===== config.mk =====
export PLATFORM = sky130hd
export DESIGN_NAME = fetch_unit_flat
export DESIGN_NICKNAME = d
export VERILOG_FILES = /design/src/rtl/fetch_unit_if.sv /design/src/rtl/fetch_unit.sv /design/src/flat_wrapper.sv
export SDC_FILE = /design/constraint.sdc
export NUM_CORES = 1
export LEC_CHECK = 0
export ABC_AREA = 1
export BUFFER_PORTS_ARGS = -buffer_cell sky130_fd_sc_hd__buf_2
export CAP_MARGIN = 25
export CORE_ASPECT_RATIO = 1.2
export CORE_MARGIN = 5
export CORE_UTILIZATION = 59
export CTS_CLUSTER_DIAMETER = 30
export CTS_CLUSTER_SIZE = 28
export DETAILED_ROUTE_END_ITERATION = 6
export PLACE_DENSITY = 0.84
export SYNTH_ARGS = -nofsm -noshare
export SYNTH_HDL_FRONTEND = slang
export SYNTH_SLANG_ARGS = --single-unit

===== constraint.sdc =====
create_clock -name clk -period 6.25 [get_ports clk]
set_clock_uncertainty 0.1 [all_clocks]
set_input_delay 0.625 -clock clk [delete_from_list [all_inputs] [get_ports clk]]
set_output_delay 0.625 -clock clk [all_outputs]
set_load 0.05 [all_outputs]

===== src/rtl/fetch_unit_if.sv =====
// Fetch-stage bus: instruction memory read port, decode handshake and branch redirect.
// The fetch unit uses the master modport; memory, decode and execute sit on the slave side.
interface fetch_unit_if #(
    parameter int ADDR_W  = 8,
    parameter int INSTR_W = 16
);
    logic               imem_rd;
    logic [ADDR_W-1:0]  imem_addr;
    logic [INSTR_W-1:0] imem_rdata;
    logic               instr_valid;
    logic [INSTR_W-1:0] instr;
    logic [ADDR_W-1:0]  instr_pc;
    logic               instr_ready;
    logic               br_taken;
    logic [ADDR_W-1:0]  br_target;

    modport master (
        output imem_rd, imem_addr,
        input  imem_rdata,
        output instr_valid, instr, instr_pc,
        input  instr_ready,
        input  br_taken, br_target
    );

    modport slave (
        input  imem_rd, imem_addr,
        output imem_rdata,
        input  instr_valid, instr, instr_pc,
        output instr_ready,
        output br_taken, br_target
    );
endinterface


===== src/rtl/fetch_unit.sv =====
// Instruction fetch: one-cycle-latency imem reads into a 2-entry {instr, pc} buffer for decode.
// Latency: first instruction valid 2 cycles after issue. Backpressure: stops issuing once
// buffered + in-flight words would exceed 2. Optional issue counter: define FETCH_PERF_EN.
module fetch_unit #(
    parameter int                ADDR_W   = 8,
    parameter int                INSTR_W  = 16,
    parameter logic [ADDR_W-1:0] RESET_PC = '0
) (
    input logic          clk,
    input logic          rst,
    fetch_unit_if.master bus
`ifdef FETCH_PERF_EN
    ,
    output logic [15:0]  fetch_cnt
`endif
);

    logic [ADDR_W-1:0]  pc;
    logic [ADDR_W-1:0]  issued_pc;
    logic               inflight;
    logic [1:0]         count;
    logic               rd_ptr;
    logic               wr_ptr;
    logic [INSTR_W-1:0] buf_instr [2];
    logic [ADDR_W-1:0]  buf_pc    [2];

    logic pop;
    logic capture;
    logic issue;

    // Issue only if the word can be guaranteed a slot once it returns.
    always_comb begin
        pop     = (count != 2'd0) && bus.instr_ready;
        capture = inflight && !bus.br_taken;
        issue   = !rst && !bus.br_taken &&
                  (({1'b0, count} + {2'b00, inflight}) < (3'd2 + {2'b00, pop}));
    end

    assign bus.imem_rd     = issue;
    assign bus.imem_addr   = pc;
    assign bus.instr_valid = (count != 2'd0);
    assign bus.instr       = buf_instr[rd_ptr];
    assign bus.instr_pc    = buf_pc[rd_ptr];

    always_ff @(posedge clk or posedge rst) begin
        if (rst) begin
            pc        <= RESET_PC;
            issued_pc <= '0;
            inflight  <= 1'b0;
            count     <= 2'd0;
            rd_ptr    <= 1'b0;
            wr_ptr    <= 1'b0;
            for (int i = 0; i < 2; i++) begin
                buf_instr[i] <= '0;
                buf_pc[i]    <= '0;
            end
        end else begin
            inflight <= issue;
            if (bus.br_taken) begin
                // The flush also drops the word returning this cycle.
                pc     <= bus.br_target;
                count  <= 2'd0;
                rd_ptr <= 1'b0;
                wr_ptr <= 1'b0;
            end else begin
                if (issue) begin
                    pc        <= pc + 1'b1;
                    issued_pc <= pc;
                end
                if (capture) begin
                    buf_instr[wr_ptr] <= bus.imem_rdata;
                    buf_pc[wr_ptr]    <= issued_pc;
                    wr_ptr            <= ~wr_ptr;
                end
                if (pop) begin
                    rd_ptr <= ~rd_ptr;
                end
                unique case ({capture, pop})
                    2'b10:   count <= count + 2'd1;
                    2'b01:   count <= count - 2'd1;
                    default: count <= count;
                endcase
            end
        end
    end

`ifdef FETCH_PERF_EN
    always_ff @(posedge clk or posedge rst) begin
        if (rst) begin
            fetch_cnt <= 16'd0;
        end else if (issue) begin
            fetch_cnt <= fetch_cnt + 16'd1;
        end
    end
`endif

endmodule


===== src/flat_wrapper.sv =====
// flat-port wrapper written by rule: the top's interface ports become plain ports
module fetch_unit_flat 
#(
    parameter int                ADDR_W   = 8,
    parameter int                INSTR_W  = 16,
    parameter logic [ADDR_W-1:0] RESET_PC = '0
)
  (clk, rst, bus_imem_rd, bus_imem_addr, bus_imem_rdata, bus_instr_valid, bus_instr, bus_instr_pc, bus_instr_ready, bus_br_taken, bus_br_target);
  fetch_unit_if #(.ADDR_W(ADDR_W), .INSTR_W(INSTR_W)) bus_i ();
  input logic clk;
  input logic rst;
  output wire logic [$bits(bus_i.imem_rd)-1:0] bus_imem_rd;
  output wire logic [$bits(bus_i.imem_addr)-1:0] bus_imem_addr;
  input wire logic [$bits(bus_i.imem_rdata)-1:0] bus_imem_rdata;
  output wire logic [$bits(bus_i.instr_valid)-1:0] bus_instr_valid;
  output wire logic [$bits(bus_i.instr)-1:0] bus_instr;
  output wire logic [$bits(bus_i.instr_pc)-1:0] bus_instr_pc;
  input wire logic [$bits(bus_i.instr_ready)-1:0] bus_instr_ready;
  input wire logic [$bits(bus_i.br_taken)-1:0] bus_br_taken;
  input wire logic [$bits(bus_i.br_target)-1:0] bus_br_target;
  assign bus_imem_rd = bus_i.imem_rd;
  assign bus_imem_addr = bus_i.imem_addr;
  assign bus_i.imem_rdata = bus_imem_rdata;
  assign bus_instr_valid = bus_i.instr_valid;
  assign bus_instr = bus_i.instr;
  assign bus_instr_pc = bus_i.instr_pc;
  assign bus_i.instr_ready = bus_instr_ready;
  assign bus_i.br_taken = bus_br_taken;
  assign bus_i.br_target = bus_br_target;
  fetch_unit #(.ADDR_W(ADDR_W), .INSTR_W(INSTR_W), .RESET_PC(RESET_PC)) u_core (.clk(clk), .rst(rst), .bus(bus_i));
endmodule

==> results.sh, run 1 <==
export IMPL_outcome="finished clean"
export IMPL_cts_sinks=69
export IMPL_synth_cell_type_count=25
export IMPL_fin_area_sq_um=3710
export IMPL_fin_nets=479
export IMPL_finalSetupTns_ns=0
export IMPL_power_leakage_nw=2.04
export IMPL_setup_violations=0
export IMPL_num_vias=2639
export IMPL_hpwl_um=4240
export IMPL_clk_pin_slew_worst_paths_ns=0.06
export IMPL_grt_pass1_vias=2537
export IMPL_grt_util_all_layers_pct=19.3
export IMPL_fin_crit_sh_pct=53.8
export IMPL_synth_net_count=426
export IMPL_arrival_ns=2.64
export IMPL_firstDrtPassIters=4
export IMPL_hold_buffers=0
export IMPL_cts_resized=0
export IMPL_criticalPathCategory="flop to output port"
export IMPL_synth_top_area_cell="dfrtp_1"
export IMPL_seq_area_frac_synth_pct=53.3
export IMPL_synth_avg_cell_area_sq_um=8.20
export IMPL_critPathMaxStageDelay_ns=0.86
export IMPL_area_growth_pct=14.5
export IMPL_peakVddDrop_uv=346
export IMPL_cp_buffers_inverters=2
export IMPL_drive_gt1_share_pct=21.0
export IMPL_path_max_fanout=26
export IMPL_use_met1_pct=24.1
export IMPL_drc=0
export IMPL_ios=62
export IMPL_synth_area_leaders="dfrtp_1, nand2_1, o21ai_1"
export IMPL_grt_first_pass_wirelength_um=11200
export IMPL_cts_root_buf="clkbuf_8"
export IMPL_start_util_pct=61.2
export IMPL_grt_max_degree=70
export IMPL_crit_path_end_kind="output port"
export IMPL_dieArea_sq_um=7080
export IMPL_ys_ff_latch=69
export IMPL_yosys_warnings=0
export IMPL_grt_ovfl_total=0
export IMPL_slew_violations=0
export IMPL_maxCapViolations=0
export IMPL_worstPathCellList="clkinv_1, nand2_1, nand2_1, buf_2"
export IMPL_timing_slew_headroom_pct=43.4
export IMPL_grt_use_met2_pct=31.8
export IMPL_cts_max_level=3
export IMPL_timing_reg2reg_setup_slack_ns=3.85
export IMPL_busiest_layer="met2"
export IMPL_die_x_um=77.7
export IMPL_crit_family="buffers and inverters"
export IMPL_crit_slowest_cell="dfrtp_1"
export IMPL_diodes=0
export IMPL_use_met3_pct=5.25
export IMPL_start_kind="flop"
export IMPL_holdCritPathClass="flop to flop"
export IMPL_cp_common_cell="nand2_1"
export IMPL_clock_fmax_ghz=0.298
export IMPL_layout_commonest_cell="nand2_1"
export IMPL_required_ns=5.52
export IMPL_powerDensity_nw_per_um2=532
export IMPL_syn_area_sq_um=3240
export IMPL_cts_made_buffers=9
export IMPL_fp_row_count=29
export IMPL_dpl_cell_area_sq_um=3480
export IMPL_insertion_delay_ns=0.34
export IMPL_gp_congestion=0.868
export IMPL_core_area_sq_um=5300
export IMPL_wl_per_cell_um=12.2
export IMPL_tightest_slew_ns=0.846
export IMPL_drtIter0Drc=131
export IMPL_layout_common_cells="nand2_1, dfrtp_1, buf_2"
export IMPL_hold_violations=0
export IMPL_drt_total_wl_um=6300
export IMPL_netlist_area_leader_share_pct=53.3
export IMPL_finalPower_mw=1.97
export IMPL_fp_dieH_um=91.2
export IMPL_rsz0062_at_grt="false"
export IMPL_synth_cells=395
export IMPL_io_buffer_count=61
export IMPL_ant_nets=0
export IMPL_finalCriticalPeriod_ns=3.36
export IMPL_post_cts_setup_buffers=0
export IMPL_antenna_found_initial=0
export IMPL_cts_tree="done"
export IMPL_clockBufferDepth=2
export IMPL_viasPerCell=5.12
-- sequential cells by signal (all words and copies together) (netlist names) --
name / count
u_core.wr_ptr: 1
u_core.buf_instr: 32
u_core.issued_pc: 8
u_core.bus.imem_addr: 8
u_core.inflight: 1
u_core.count: 2
u_core.buf_pc: 16
u_core.rd_ptr: 1
-- path summary, 6_finish.rpt --
check                                     from                 endpoint  cells past startpoint
min in group asynchronous                  rst  u_core.bus.imem_addr[0]                      3
max in group asynchronous                  rst         u_core.buf_pc[5]                      3
hold reg to reg            u_core.issued_pc[3]      u_core.issued_pc[3]                      2
setup reg to reg                 u_core.rd_ptr            u_core.rd_ptr                      3
setup / recovery                 u_core.rd_ptr             bus_instr[3]                      4
hold / removal             u_core.issued_pc[3]      u_core.issued_pc[3]                      2
-- cell type report --
type	count	area, sq um
timing repair buffer	62	313
tap	62	77.6
clock inverter	4	70.1
sequential	69	1730
fill	413	1590
multi-input combinational	266	1220
clock buffer	12	155
inverter	40	150
-- through the flow --
step	hold slack (ns)	utilization (%)	setup slack [ns]	instances
floorplan	0.353	-	3.79	395
finish	0.383	70.0	2.89	515
CTS	0.386	70.0	2.85	515
global route	0.398	70.0	2.60	515
detailed placement	0.369	65.8	3.22	499
global placement	0.365	65.8	3.30	499
-- routing by layer --
metal	vias up	wire, um	part of all wire, %
met5	-	0	0
met4	0	97	1.5
met3	8	412	6.5
met2	74	3000	48
met1	1214	2790	44
li1	1343	-	-
-- cell usage after synthesis --
master    number
o211ai_2       1
xor2_1         3
nand4_1        1
nand2_2        4
nor3_2         1
buf_4          2
a21oi_1        1
buf_6          7
buf_2          8
o21ai_2        6
dfrtp_1       69
inv_2          2
nand2_1      161
clkbuf_1       2
clkinv_1       1
o21ai_0       22
o21ai_1       32
inv_1         37
nor2_1         4
nand3_2        1
ha_1           3
clkbuf_2       1
nor2_4         1
nand3_1       24
nand2_4        1
-- worst register-to-register path: stages (launching register included) --
cell,delay [ns]
dfrtp_1,0.86
clkinv_1,0.86
o21ai_0,0.37
a21oi_1,0.06
-- cells by family after synthesis --
logic type / count (synthesis) / share of synthesized area [%]
compound gates: 62 / 10.5
fa+ha+maj: 3 / 1.16
xor+xnor: 3 / 0.811
flops: 69 / 53.3
simple gates: 198 / 25.1
buf+inv: 60 / 9.15
-- report_power, final --
group	switching (mW)	total, mW	leakage [nW]	internal [mW]
clock network	0.157	0.402	0.116	0.245
registers	0.114	0.730	0.881	0.617
logic	0.626	0.842	1.05	0.216
total	0.897	1.97	2.04	1.08
(Power assumes the default switching activity.)
==> inputs of run 2 (changes only) <==
CORE_UTILIZATION = 55   (was 59)
PLACE_DENSITY = 0.79   (was 0.84)
clock period = 3.24 ns   (was 6.25 ns; I/O delays follow)
==> run 2 against run 1 <==
First-iteration DRC count grew 30%; combinational power grew 97%; sequential share of layout area rose by 0.19 points; hold slack got worse by 0.38 ns; worst setup slack got worse by 2.3 ns; power increased by 85%; routed wire length increased by 3.7%; register-to-register slack got worse by 2.6 ns; cell count up 3.7%.
==> results.sh, run 2 (synthesis gave the netlist of run 1 again) <==
export IMPL_hold_buffers=0
export IMPL_layout_common_cells="nand2_1, dfrtp_1, buf_2"
export IMPL_arrival_ns=2.23
export IMPL_fin_crit_sh_pct=81.9
export IMPL_dieArea_sq_um=7530
export IMPL_drt_total_wl_um=6540
export IMPL_diodes=0
export IMPL_holdCritPathClass="input port to asynchronous set/reset pin"
export IMPL_setup_violations=0
export IMPL_crit_path_end_kind="output port"
export IMPL_clock_fmax_ghz=0.377
export IMPL_cts_resized=0
export IMPL_worstRegToRegCells=7
export IMPL_worstReg2RegStart="u_core.count[0]"
export IMPL_drc=0
export IMPL_die_x_um=80.1
export IMPL_fp_dieH_um=94.1
export IMPL_start_kind="flop"
export IMPL_hpwl_um=4380
export IMPL_cts_tree="done"
export IMPL_core_area_sq_um=5710
export IMPL_finalSetupTns_ns=0
export IMPL_cts_root_buf="clkbuf_8"
export IMPL_finalCriticalPeriod_ns=2.65
export IMPL_gp_congestion=0.854
export IMPL_power_leakage_nw=2.03
export IMPL_tightest_slew_ns=0.852
export IMPL_criticalPathCategory="flop to output port"
export IMPL_hold_violations=0
export IMPL_cts_sinks=69
export IMPL_r2r_end="u_core.bus.imem_addr[0]"
export IMPL_antenna_found_initial=0
export IMPL_grt_first_pass_wirelength_um=11400
export IMPL_grt_ovfl_total=0
export IMPL_powerDensity_nw_per_um2=987
export IMPL_ios=62
export IMPL_outcome="finished clean"
export IMPL_clk_pin_slew_worst_paths_ns=0.07
export IMPL_firstDrtPassIters=5
export IMPL_largest_reg_flops=32
export IMPL_drive_gt1_share_pct=21.1
export IMPL_utilization_pct=64.8
export IMPL_start_util_pct=56.8
export IMPL_peakVddDrop_uv=439
export IMPL_grt_util_all_layers_pct=19.2
export IMPL_timing_reg2reg_setup_slack_ns=1.30
export IMPL_area_growth_pct=14.0
export IMPL_largest_register="u_core.buf_instr"
export IMPL_insertion_delay_ns=0.33
export IMPL_wl_per_cell_um=12.2
export IMPL_post_cts_setup_buffers=0
export IMPL_fin_nets=482
export IMPL_drtIter0Drc=170
export IMPL_grt_pass1_vias=2623
export IMPL_clockBufferDepth=2
export IMPL_ant_nets=0
export IMPL_timing_slew_headroom_pct=43.0
export IMPL_rsz0062_at_grt="false"
export IMPL_grt_max_degree=50
export IMPL_num_vias=2699
export IMPL_viasPerCell=5.05
export IMPL_slew_violations=0
export IMPL_required_ns=2.82
export IMPL_fp_row_count=30
export IMPL_cts_made_buffers=9
export IMPL_path_max_fanout=21
export IMPL_layout_commonest_cell="nand2_1"
export IMPL_cts_max_level=3
export IMPL_largestRegisters="u_core.buf_instr (32), u_core.buf_pc (16)"
export IMPL_maxCapViolations=0
export IMPL_io_buffer_count=61
## run 2: how the worst max path moves through the flow
stage | start | end | slack, ns | depth (start not counted)
2_1_floorplan | rst | u_core.buf_instr[0] | 1.08 | 1
3_3_place_gp | u_core.count[0] | bus_imem_rd | 0.99 | 6
3_5_place_dp | u_core.count[0] | bus_imem_rd | 0.94 | 6
4_1_cts | u_core.count[0] | bus_imem_rd | 0.56 | 6
5_1_grt | u_core.count[0] | bus_imem_rd | 0.42 | 6
6_report | u_core.count[0] | bus_imem_rd | 0.59 | 6
## run 2: cell type report
type / instances / area [sq um]
clock buffer: 12 / 155
clock inverter: 2 / 10.0
fill: 494 / 2010
inverter: 40 / 150
multi-input combinational: 266 / 1220
sequential: 69 / 1730
tap: 80 / 100
timing repair buffer: 65 / 335
## run 2: routing by layer
| metal | track usage (%) | up-vias | share of wire (%) | routed length (um) |
|---|---|---|---|---|
| met5 | 0 | - | 0 | 0 |
| met4 | 7.89 | 0 | 1.5 | 100 |
| met3 | 4.99 | 10 | 6.2 | 408 |
| met2 | 30.9 | 86 | 48 | 3140 |
| met1 | 24.4 | 1257 | 44 | 2890 |
| li1 | - | 1346 | - | - |
## run 2: metrics by stage
stage / total power, mW / hold slack [ns] / worst slack, ns / cells / cell area [sq um]
after global routing: 3.91 / 0.0428 / 0.415 / 534 / 3690
after global placement: 3.02 / 0.365 / 0.986 / 520 / 3530
after CTS: 3.67 / 0.0193 / 0.565 / 534 / 3690
after floorplan: 2.71 / 0.353 / 1.08 / 395 / 3240
final: 3.65 / 0.00243 / 0.586 / 534 / 3690
after detailed placement: 3.07 / 0.371 / 0.940 / 520 / 3530
## run 2: power by group
| part | switching, mW | internal, mW |
|---|---|---|
| Sequential | 0.194 | 1.19 |
| Clock | 0.289 | 0.309 |
| Combinational | 1.24 | 0.425 |
| Total | 1.72 | 1.92 |
## run 2: worst max-delay path, cell delays in order, from the launching register on
cell and delay, ns:
dfrtp_1 0.41, ha_1 0.22, ha_1 0.19, nor3_2 0.16
nand2_2 0.30, inv_2 0.31, buf_2 0.31
